## config.mk

```make
export PLATFORM = sky130hd
export DESIGN_NAME = instr_mem_loader
export DESIGN_NICKNAME = d
export VERILOG_FILES = /design/src/rtl/isa_pkg.sv /design/src/rtl/loader_fifo.sv /design/src/rtl/instr_mem_loader.sv
export SDC_FILE = /design/constraint.sdc
export NUM_CORES = 1
export LEC_CHECK = 0
export ABC_AREA = 1
export ABC_CLOCK_PERIOD_IN_PS = 5800
export BUFFER_PORTS_ARGS = -buffer_cell sky130_fd_sc_hd__buf_2
export CORE_MARGIN = 2
export CORE_UTILIZATION = 60
export DETAILED_ROUTE_END_ITERATION = 10
export HOLD_SLACK_MARGIN = 0.05
export PLACE_DENSITY = 0.84
export SETUP_SLACK_MARGIN = 0.4
export SLEW_MARGIN = 10
export SYNTH_ARGS = -nofsm -noshare
export SYNTH_HDL_FRONTEND = slang
export SYNTH_HIERARCHICAL = 1
export SYNTH_SLANG_ARGS = --single-unit
```

## constraint.sdc

```tcl
create_clock -name clk -period 5.8 [get_ports clk]
set_input_delay 0.29 -clock clk [delete_from_list [all_inputs] [get_ports clk]]
set_output_delay 0.29 -clock clk [all_outputs]
set_load 0.01 [all_outputs]
```

## src/rtl/isa_pkg.sv

```systemverilog
// Instruction-word format shared by the loader (encode side) and decode-side checks.
// Opcodes, field positions/widths, the loader FSM state type and the field encoder.
package isa_pkg;

  localparam int OP_W    = 4;
  localparam int REG_W   = 5;
  localparam int FUNC_W  = 4;
  localparam int IMM_W   = 16;
  localparam int INSTR_W = 32;

  localparam int OP_LSB   = 28;
  localparam int RS_LSB   = 23;
  localparam int RT_LSB   = 18;
  localparam int RD_LSB   = 13;
  localparam int FUNC_LSB = 0;
  localparam int IMM_LSB  = 0;

  localparam logic [OP_W-1:0] OP_ADD = 4'd1;
  localparam logic [OP_W-1:0] OP_LW  = 4'd2;
  localparam logic [OP_W-1:0] OP_SW  = 4'd3;
  localparam logic [OP_W-1:0] OP_BEQ = 4'd4;

  typedef enum logic [1:0] {
    ST_IDLE,
    ST_LOAD,
    ST_DONE
  } loaderState_t;

  function automatic logic isLegalOp(input logic [OP_W-1:0] op);
    return op inside {OP_ADD, OP_LW, OP_SW, OP_BEQ};
  endfunction

  // Unknown opcodes encode to the all-zero NOP word the EX controller decodes by default.
  function automatic logic [INSTR_W-1:0] encodeInstr(
    input logic [OP_W-1:0]   op,
    input logic [REG_W-1:0]  rs,
    input logic [REG_W-1:0]  rt,
    input logic [REG_W-1:0]  rd,
    input logic [FUNC_W-1:0] func,
    input logic [IMM_W-1:0]  imm
  );
    logic [INSTR_W-1:0] word;
    word = '0;
    case (op)
      OP_ADD: begin
        word[OP_LSB +: OP_W]     = op;
        word[RS_LSB +: REG_W]    = rs;
        word[RT_LSB +: REG_W]    = rt;
        word[RD_LSB +: REG_W]    = rd;
        word[FUNC_LSB +: FUNC_W] = func;
      end
      OP_LW, OP_SW, OP_BEQ: begin
        word[OP_LSB +: OP_W]   = op;
        word[RS_LSB +: REG_W]  = rs;
        word[RT_LSB +: REG_W]  = rt;
        word[IMM_LSB +: IMM_W] = imm;
      end
      default: word = '0;
    endcase
    return word;
  endfunction

endpackage

```

## src/rtl/loader_fifo.sv

```systemverilog
// DEPTH x WIDTH synchronous FIFO with occupancy count; DEPTH must be a power of two.
// Caller guarantees no pop when empty; push while full is legal only together with a pop.
module loader_fifo #(
  parameter int DEPTH = 4,
  parameter int WIDTH = 32
) (
  input  logic                       clk,
  input  logic                       rst_n,
  input  logic                       push,
  input  logic [WIDTH-1:0]           pushData,
  input  logic                       pop,
  output logic [WIDTH-1:0]           popData,
  output logic                       full,
  output logic                       empty,
  output logic [$clog2(DEPTH+1)-1:0] count
);

  localparam int PTR_W = $clog2(DEPTH);
  localparam int CNT_W = $clog2(DEPTH+1);

  logic [WIDTH-1:0] mem [DEPTH];
  logic [PTR_W-1:0] wrPtr;
  logic [PTR_W-1:0] rdPtr;

  // NOTE: sequential state uses non-blocking assignments so every flop samples pre-edge values.
  always_ff @(posedge clk or negedge rst_n) begin
    if (!rst_n) begin
      wrPtr <= '0;
      rdPtr <= '0;
      count <= '0;
    end else begin
      if (push) wrPtr <= wrPtr + PTR_W'(1);
      if (pop)  rdPtr <= rdPtr + PTR_W'(1);
      case ({push, pop})
        2'b10:   count <= count + CNT_W'(1);
        2'b01:   count <= count - CNT_W'(1);
        default: count <= count;
      endcase
    end
  end

  // NOTE: storage is not reset; an entry is only ever read after it has been written.
  always_ff @(posedge clk) begin
    if (push) mem[wrPtr] <= pushData;
  end

  assign popData = mem[rdPtr];
  assign full    = (count == CNT_W'(DEPTH));
  assign empty   = (count == '0);

endmodule

```

## src/rtl/instr_mem_loader.sv

```systemverilog
// Encodes instruction fields, buffers them and writes them sequentially to instruction memory.
// Optional macro LOADER_ILLEGAL_OP_TRAP_EN: drop illegal opcodes and raise sticky err.
module instr_mem_loader
  import isa_pkg::*;
#(
  parameter int DEPTH  = 4,
  parameter int ADDR_W = 8
) (
  input  logic               clk,
  input  logic               rst_n,
  input  logic               start,
  input  logic [ADDR_W-1:0]  base_addr,
  input  logic [ADDR_W-1:0]  word_cnt,
  input  logic               in_valid,
  output logic               in_ready,
  input  logic [OP_W-1:0]    in_op,
  input  logic [REG_W-1:0]   in_rs,
  input  logic [REG_W-1:0]   in_rt,
  input  logic [REG_W-1:0]   in_rd,
  input  logic [FUNC_W-1:0]  in_func,
  input  logic [IMM_W-1:0]   in_imm,
  output logic               imem_req,
  input  logic               imem_gnt,
  output logic [ADDR_W-1:0]  imem_addr,
  output logic [INSTR_W-1:0] imem_wdata,
  output logic               done,
  output logic               busy,
  output logic               err
);

  localparam int CNT_W = $clog2(DEPTH+1);

  loaderState_t       state;
  logic [ADDR_W-1:0]  remaining;
  logic [INSTR_W-1:0] encWord;
  logic [INSTR_W-1:0] headWord;
  logic [CNT_W-1:0]   fifoCount;
  logic               fifoFull;
  logic               fifoEmpty;
  logic               accept;
  logic               push;
  logic               pop;

  assign encWord  = encodeInstr(in_op, in_rs, in_rt, in_rd, in_func, in_imm);
  assign pop      = imem_req && imem_gnt;
  // Words already buffered are owed to memory, so only (remaining - occupancy) more may enter.
  assign in_ready = (state == ST_LOAD) && (!fifoFull || pop) &&
                    (remaining > ADDR_W'(fifoCount));
  assign accept   = in_valid && in_ready;

`ifdef LOADER_ILLEGAL_OP_TRAP_EN
  logic legalOp;
  assign legalOp = isLegalOp(in_op);
  assign push    = accept && legalOp;

  always_ff @(posedge clk or negedge rst_n) begin
    if (!rst_n)                  err <= 1'b0;
    else if (accept && !legalOp) err <= 1'b1;
  end
`else
  assign push = accept;
  assign err  = 1'b0;
`endif

  loader_fifo #(
    .DEPTH(DEPTH),
    .WIDTH(INSTR_W)
  ) u_fifo (
    .clk      (clk),
    .rst_n    (rst_n),
    .push     (push),
    .pushData (encWord),
    .pop      (pop),
    .popData  (headWord),
    .full     (fifoFull),
    .empty    (fifoEmpty),
    .count    (fifoCount)
  );

  assign imem_req   = (state == ST_LOAD) && !fifoEmpty;
  assign imem_wdata = imem_req ? headWord : '0;

  always_ff @(posedge clk or negedge rst_n) begin
    if (!rst_n) begin
      state     <= ST_IDLE;
      remaining <= '0;
      imem_addr <= '0;
      done      <= 1'b0;
      busy      <= 1'b0;
    end else begin
      done <= 1'b0;
      case (state)
        ST_IDLE: begin
          if (start) begin
            imem_addr <= base_addr;
            remaining <= word_cnt;
            if (word_cnt == '0) begin
              state <= ST_DONE;
              done  <= 1'b1;
            end else begin
              state <= ST_LOAD;
              busy  <= 1'b1;
            end
          end
        end
        ST_LOAD: begin
          if (pop) begin
            imem_addr <= imem_addr + ADDR_W'(1);
            remaining <= remaining - ADDR_W'(1);
            if (remaining == ADDR_W'(1)) begin
              state <= ST_DONE;
              done  <= 1'b1;
              busy  <= 1'b0;
            end
          end
        end
        ST_DONE: state <= ST_IDLE;
        default: state <= ST_IDLE;
      endcase
    end
  end

endmodule
```

* After elaboration in Yosys (flattened, before gate mapping)
Memory sizes are Yosys's and may differ from the RTL's.
Cells that the tools add are included.
** Operators by class
- $add $sub $neg :: 6
- Order comparisons :: 1
- Eq/ne operators :: 13
- Mux-type cells :: 30
- Reductions and logical operators :: 18
** Operator list (count)
- two-way mux 32 bit :: 1
- two-way mux 8 bit :: 4
- case mux 8 bit (2 select lines) :: 2
- two-way mux 14 bit :: 1
- case mux 3 bit (2 select lines) :: 2
- two-way mux 1 bit :: 10
- two-way mux 2 bit :: 5
- two-way mux 9 bit :: 1
- adder 8 x 1 -> 8 bit (second input constant) :: 1
- equality test 4 x 2 -> 1 bit (second input constant) :: 2
- equality test 8 x 1 -> 1 bit (second input constant) :: 1
- > comparator 8 x 3 -> 1 bit :: 1
- logical NOT 8 bit :: 1
- case mux 4 bit (2 select lines) :: 1
- subtractor 8 x 1 -> 8 bit (second input constant) :: 1
- inequality test 2 bit (second input constant) :: 3
- AND reduction 3 bit :: 2
- logical AND 1 bit :: 5
- AND reduction 5 bit :: 1
- adder 2 x 1 -> 2 bit (second input constant) :: 2
- equality test 2 x 1 -> 1 bit (second input constant) :: 2
- equality test 4 x 1 -> 1 bit (second input constant) :: 1
- equality test 4 x 3 -> 1 bit (second input constant) :: 1
- case mux 1 bit (2 select lines) :: 2
- other kinds (13) :: 15
** Storage, ports and cells
- Register bits after elaboration :: 27
- Bits in writable memories :: 128
- Output and inout bits :: 45
- Memories kept :: 1
** Memories
- u_fifo.mem :: depth 4, bits a word 32, read ports 1, clocked after memory_dff 0, write ports 1, RTL line loader_fifo.sv:21 : logic [WIDTH-1:0] mem [DEPTH];

* Depth between registers and ports, before layout
- Depth after elaboration :: 10
- Mapped depth :: 18
- Depth with buffers taken out :: 17

* Cells and area by module
The synthesis kept the hierarchy.
** Modules (own cells, without submodules)
- loader_fifo :: times used 1, cells each 422, area each 5456.5 um^2, sequential area each 4018.9 um^2
- instr_mem_loader :: times used 1, cells each 371, area each 2060.7 um^2, sequential area each 500.5 um^2

* Least setup slack after synthesis
No wires, ideal clock.
- Path type :: flip-flop to flip-flop
- Start point :: reg state[1]
- End point :: mem u_fifo.mem[1][0], enable pin
- Setup time :: 0.387 ns
- Data arrival time :: 2.217 ns
- Path slack :: 3.196 ns
- Stages on the path, launching flop included :: 11
- Buffers on the path :: 1
- Period minus slack after synthesis :: 2.604 ns
- Cells stage by stage :: dfrtp_1 inv_2 nand2_8 nor2_1 nand2_1 o21ai_0 nand3_1 nor2_1 clkbuf_1 nand2_1 inv_1
** Between the ends
- Longest elaborated chain between the ends :: 9
** Ends and longest elaborated chain
- start: declaration :: RTL line instr_mem_loader.sv:33 : loaderState_t state;
- start signal: assignment :: RTL line instr_mem_loader.sv:85 : state <= ST_IDLE;
- start signal: assignment :: RTL line instr_mem_loader.sv:98 : state <= ST_DONE;
- start signal: assignment :: RTL line instr_mem_loader.sv:101 : state <= ST_LOAD;
- equality test 2 x 1 -> 1 bit :: RTL line instr_mem_loader.sv:80 : assign imem_req = (state == ST_LOAD) && !fifoEmpty;
- logical AND 1 bit :: RTL line instr_mem_loader.sv:80
- via imem_req :: RTL line instr_mem_loader.sv:22 : output logic imem_req,
- logical AND 1 bit :: RTL line instr_mem_loader.sv:45 : assign pop = imem_req && imem_gnt;
- logical OR 1 bit :: RTL line instr_mem_loader.sv:47 : assign in_ready = (state == ST_LOAD) && (!fifoFull || pop) &&
- logical AND 1 bit (2 in a row) :: RTL line instr_mem_loader.sv:47
- logical AND 1 bit :: RTL line instr_mem_loader.sv:49 : assign accept = in_valid && in_ready;
- via accept :: RTL line instr_mem_loader.sv:40 : logic accept;
- two-way mux 1 bit :: RTL line loader_fifo.sv:44 : if (push) mem[wrPtr] <= pushData;
- two-way mux 1 bit (implied by the code) :: RTL line loader_fifo.sv:44
- end: declaration :: RTL line loader_fifo.sv:21
The timed path passes the listed nets, and every way through them passes these cells.

* Final worst setup path
- Start point :: reg u_fifo.count[0]
- End point :: out imem_wdata[1]
** Between the ends
- Longest elaborated chain between the ends :: 4
** Ends and longest elaborated chain
- start: declaration :: RTL line loader_fifo.sv:15 : output logic [$clog2(DEPTH+1)-1:0] count
- start signal: assignment :: RTL line loader_fifo.sv:35 : 2'b10: count <= count + CNT_W'(1);
- start signal: assignment :: RTL line loader_fifo.sv:36 : 2'b01: count <= count - CNT_W'(1);
- start signal: assignment :: RTL line loader_fifo.sv:37 : default: count <= count;
- logical NOT 3 bit :: RTL line loader_fifo.sv:49 : assign empty = (count == '0);
- via fifoEmpty :: RTL line instr_mem_loader.sv:39 : logic fifoEmpty;
- logical NOT 1 bit :: RTL line instr_mem_loader.sv:80
- logical AND 1 bit :: RTL line instr_mem_loader.sv:80
- two-way mux 32 bit :: RTL line instr_mem_loader.sv:81 : assign imem_wdata = imem_req ? headWord : '0;
- end: declaration :: RTL line instr_mem_loader.sv:25 : output logic [INSTR_W-1:0] imem_wdata,
The timed path passes the listed nets, and every way through them passes these cells.

==> results.sh <==
export IMPL_status="finished clean"
export IMPL_start_util=0.621
export IMPL_syn_area_mm2=0.00752
export IMPL_clk_pin_slew_worst_paths_ns=0.06
export IMPL_seq_area_frac_synth=0.601
export IMPL_hpwl_um=10200
export IMPL_first_iter_violations=398
export IMPL_die_y_um=116
export IMPL_fill_cells=871
export IMPL_hp_class="primary input to flip-flop"
export IMPL_cts_sink_count=155
export IMPL_die_area_mm2=0.0134
export IMPL_ys_ff_latch=155
export IMPL_r2r_start="state[1]"
export IMPL_clockBufferDepth=2
export IMPL_cts_resized=0
export IMPL_min_delay_start="word_cnt[4]"
export IMPL_cp_endpoint="imem_wdata[1]"
export IMPL_cts_htree_levels=4
export IMPL_first_pass_iters=7
export IMPL_grt_pass1_vias=5277
export IMPL_worstSetupStartpointType="flip-flop"
export IMPL_fmax_mhz=340
export IMPL_required_ns=5.51
export IMPL_drive_gt1_frac=0.171
export IMPL_dr_total_vias=5494
export IMPL_tightest_slew_ns=1.22
export IMPL_vdd_drop_max_mv=0.384
export IMPL_cp_startpoint="u_fifo/count[0]"
export IMPL_hold_depth=3
export IMPL_drc=0
export IMPL_grt_start_max_net_pins=131
export IMPL_powerDensity_mw_per_mm2=530
export IMPL_io_pins=105
export IMPL_synth_cell_types=35
export IMPL_crit_type="flip-flop to primary output"
export IMPL_netlist_instances=793
export IMPL_reg2reg_to="u_fifo/mem[1][18]"
export IMPL_r2r_slack_ns=2.86
export IMPL_power_leakage_uw=0.00423
export IMPL_worstPathArrival_ns=2.65
export IMPL_crit_fanout=32
export IMPL_drv_cap=0
export IMPL_grt_ovfl_total=0
export IMPL_wirelength_um=15900
export IMPL_skew_ns=0.00390
export IMPL_cts_hold_buf=1
export IMPL_drv_slew=0
export IMPL_antenna_found_initial=0
export IMPL_finalWeightedCongestion=0.885
export IMPL_synthToLayoutAreaGrowth_pct=17.0
export IMPL_setup_tns_ns=0
export IMPL_routed_via_density=5.11
export IMPL_grt_first_pass_wirelength_um=25200
export IMPL_cts_root_buffer="clkbuf_16"
export IMPL_yosys_warnings=6
export IMPL_syn_mean_instance_area_um2=9.48
export IMPL_total_power_uw=4660
export IMPL_fin_util=0.726
export IMPL_fin_crit_ns=2.94
export IMPL_ant_nets=0
export IMPL_routedWlPerCell_um=14.8
export IMPL_cts_buffers=17
export IMPL_rows=40
export IMPL_worstRegToRegCells=10
export IMPL_setup_violations=0
export IMPL_nNetsFinal=966
export IMPL_maxSlewHeadroom=0.185
export IMPL_fin_crit_sh=0.508
export IMPL_crit_path_end_kind="primary output"
export IMPL_grt_usage=0.251
export IMPL_clk_latency_ns=0.42
export IMPL_coreArea_mm2=0.0121
export IMPL_hold_viol=0
export IMPL_io_buffers=103
export IMPL_die_w_um=116
export IMPL_cts_tree="built"
export IMPL_rsz0062_at_grt="no"
export IMPL_cts_setup_buffers=0
export IMPL_diodes=0
-- cells in the mapped netlist --
library cell | instances | area share
nor3_1 | 2 | 0.0013
nand2_2 | 3 | 0.0025
xnor2_1 | 2 | 0.0023
or2_2 | 1 | 0.00083
buf_4 | 5 | 0.0050
nor2_1 | 81 | 0.040
inv_6 | 1 | 0.0012
nand3_1 | 22 | 0.015
buf_2 | 21 | 0.014
nand2_4 | 1 | 0.0015
nand4_1 | 7 | 0.0058
dfrtp_1 | 27 | 0.090
xor2_1 | 4 | 0.0047
o211ai_1 | 65 | 0.065
inv_2 | 4 | 0.0020
nor2_4 | 1 | 0.0015
ha_1 | 11 | 0.018
o21ai_0 | 17 | 0.011
edfxtp_1 | 128 | 0.51
o21ai_1 | 1 | 0.00067
inv_1 | 162 | 0.081
fa_1 | 1 | 0.0027
buf_6 | 2 | 0.0030
o21ai_4 | 1 | 0.0022
nand3b_1 | 1 | 0.0010
nor2_2 | 2 | 0.0017
o211ai_2 | 1 | 0.0017
o22ai_1 | 1 | 0.00083
a21oi_1 | 3 | 0.0020
a21boi_0 | 1 | 0.0010
conb_1 | 1 | 0.00050
buf_1 | 1 | 0.00050
nand2_1 | 209 | 0.10
clkbuf_1 | 2 | 0.0010
nand2_8 | 1 | 0.0027
-- registers in the layout, summed over array words and instances, names as in the netlist --
| signal | count |
|---|---|
| imem_addr | 8 |
| u_fifo/rdPtr | 2 |
| u_fifo/count | 3 |
| u_fifo/mem | 128 |
| busy | 1 |
| u_fifo/wrPtr | 2 |
| state | 2 |
| done | 1 |
| remaining | 8 |
-- critical path, cell delays in order (launching register included) --
cell,delay [ns]
dfrtp_1,0.43
nor3_1,0.49
nor2_1,0.15
inv_1,0.84
nor2_1,0.13
buf_2,0.19
-- logic make-up after synthesis --
logic type / Yosys count / synth area share
simple gates: 331 / 0.178
buf+inv: 198 / 0.108
flops: 155 / 0.601
compound gates: 90 / 0.0846
fa+ha+maj: 12 / 0.0210
xor+xnor: 6 / 0.00699
other cells: 1 / 0.000499
-- worst min path at each step --
stage	end
6_report	remaining[4]
5_1_grt	remaining[4]
4_1_cts	remaining[4]
3_5_place_dp	imem_addr[1]
3_3_place_gp	imem_addr[7]
2_1_floorplan	busy
-- area by class of cell --
class / count / area (um^2) / area share
Tap cell: 168 / 210 / 0.0239
Clock inverter: 12 / 219 / 0.0249
Multi-Input combinational cell: 444 / 2200 / 0.251
Inverter: 167 / 632 / 0.0718
Timing Repair Buffer: 109 / 563 / 0.0640
Clock buffer: 20 / 447 / 0.0508
Sequential cell: 155 / 4520 / 0.514
-- layout by cell type (no fill, tap or decap), types with 2 or more instances in the layout --
| cell type | netlist | final |
|---|---|---|
| o211ai_1 | 65 | 65 |
| nor3_1 | 2 | 2 |
| clkbuf_16 | 0 | 17 |
| nor2_1 | 81 | 81 |
| nand4_1 | 7 | 7 |
| edfxtp_1 | 128 | 128 |
| nand2_1 | 209 | 209 |
| conb_1 | 1 | 5 |
| inv_1 | 162 | 162 |
| nand2_2 | 3 | 3 |
| buf_2 | 21 | 103 |
| o21ai_0 | 17 | 17 |
| ha_1 | 11 | 11 |
| clkbuf_1 | 2 | 2 |
| nand3_1 | 22 | 22 |
| clkinv_2 | 0 | 3 |
| xor2_1 | 4 | 4 |
| a21oi_1 | 3 | 3 |
| clkinvlp_4 | 0 | 2 |
| nor2_2 | 2 | 2 |
| bufinv_16 | 0 | 6 |
| dfrtp_1 | 27 | 26 |
| inv_2 | 4 | 4 |
| xnor2_1 | 2 | 2 |
| buf_4 | 5 | 5 |
-- through the flow --
stage	std cells	hold slack, ns	instance area (um^2)	setup WS (ns)
floorplan	797	-0.00559	7530	3.20
CTS	1075	0.147	8800	2.82
detailed placement	1042	0.343	8120	2.92
global route	1075	0.171	8800	2.64
global placement	1042	0.335	8120	3.07
finish	1075	0.172	8800	2.86
-- routing by layer --
layer	GRT usage	up-vias	routed length, um
met4	0.101	0	296
met2	0.427	156	8000
li1	-	2733	-
met5	0	-	0
met3	0.0513	20	699
met1	0.317	2585	6880
-- power breakdown --
part / switching (uW) / internal (uW)
Combinational: 1090 / 599
Clock: 416 / 816
Sequential: 267 / 1480
Note: power is estimated with default switching activity, not from simulation.
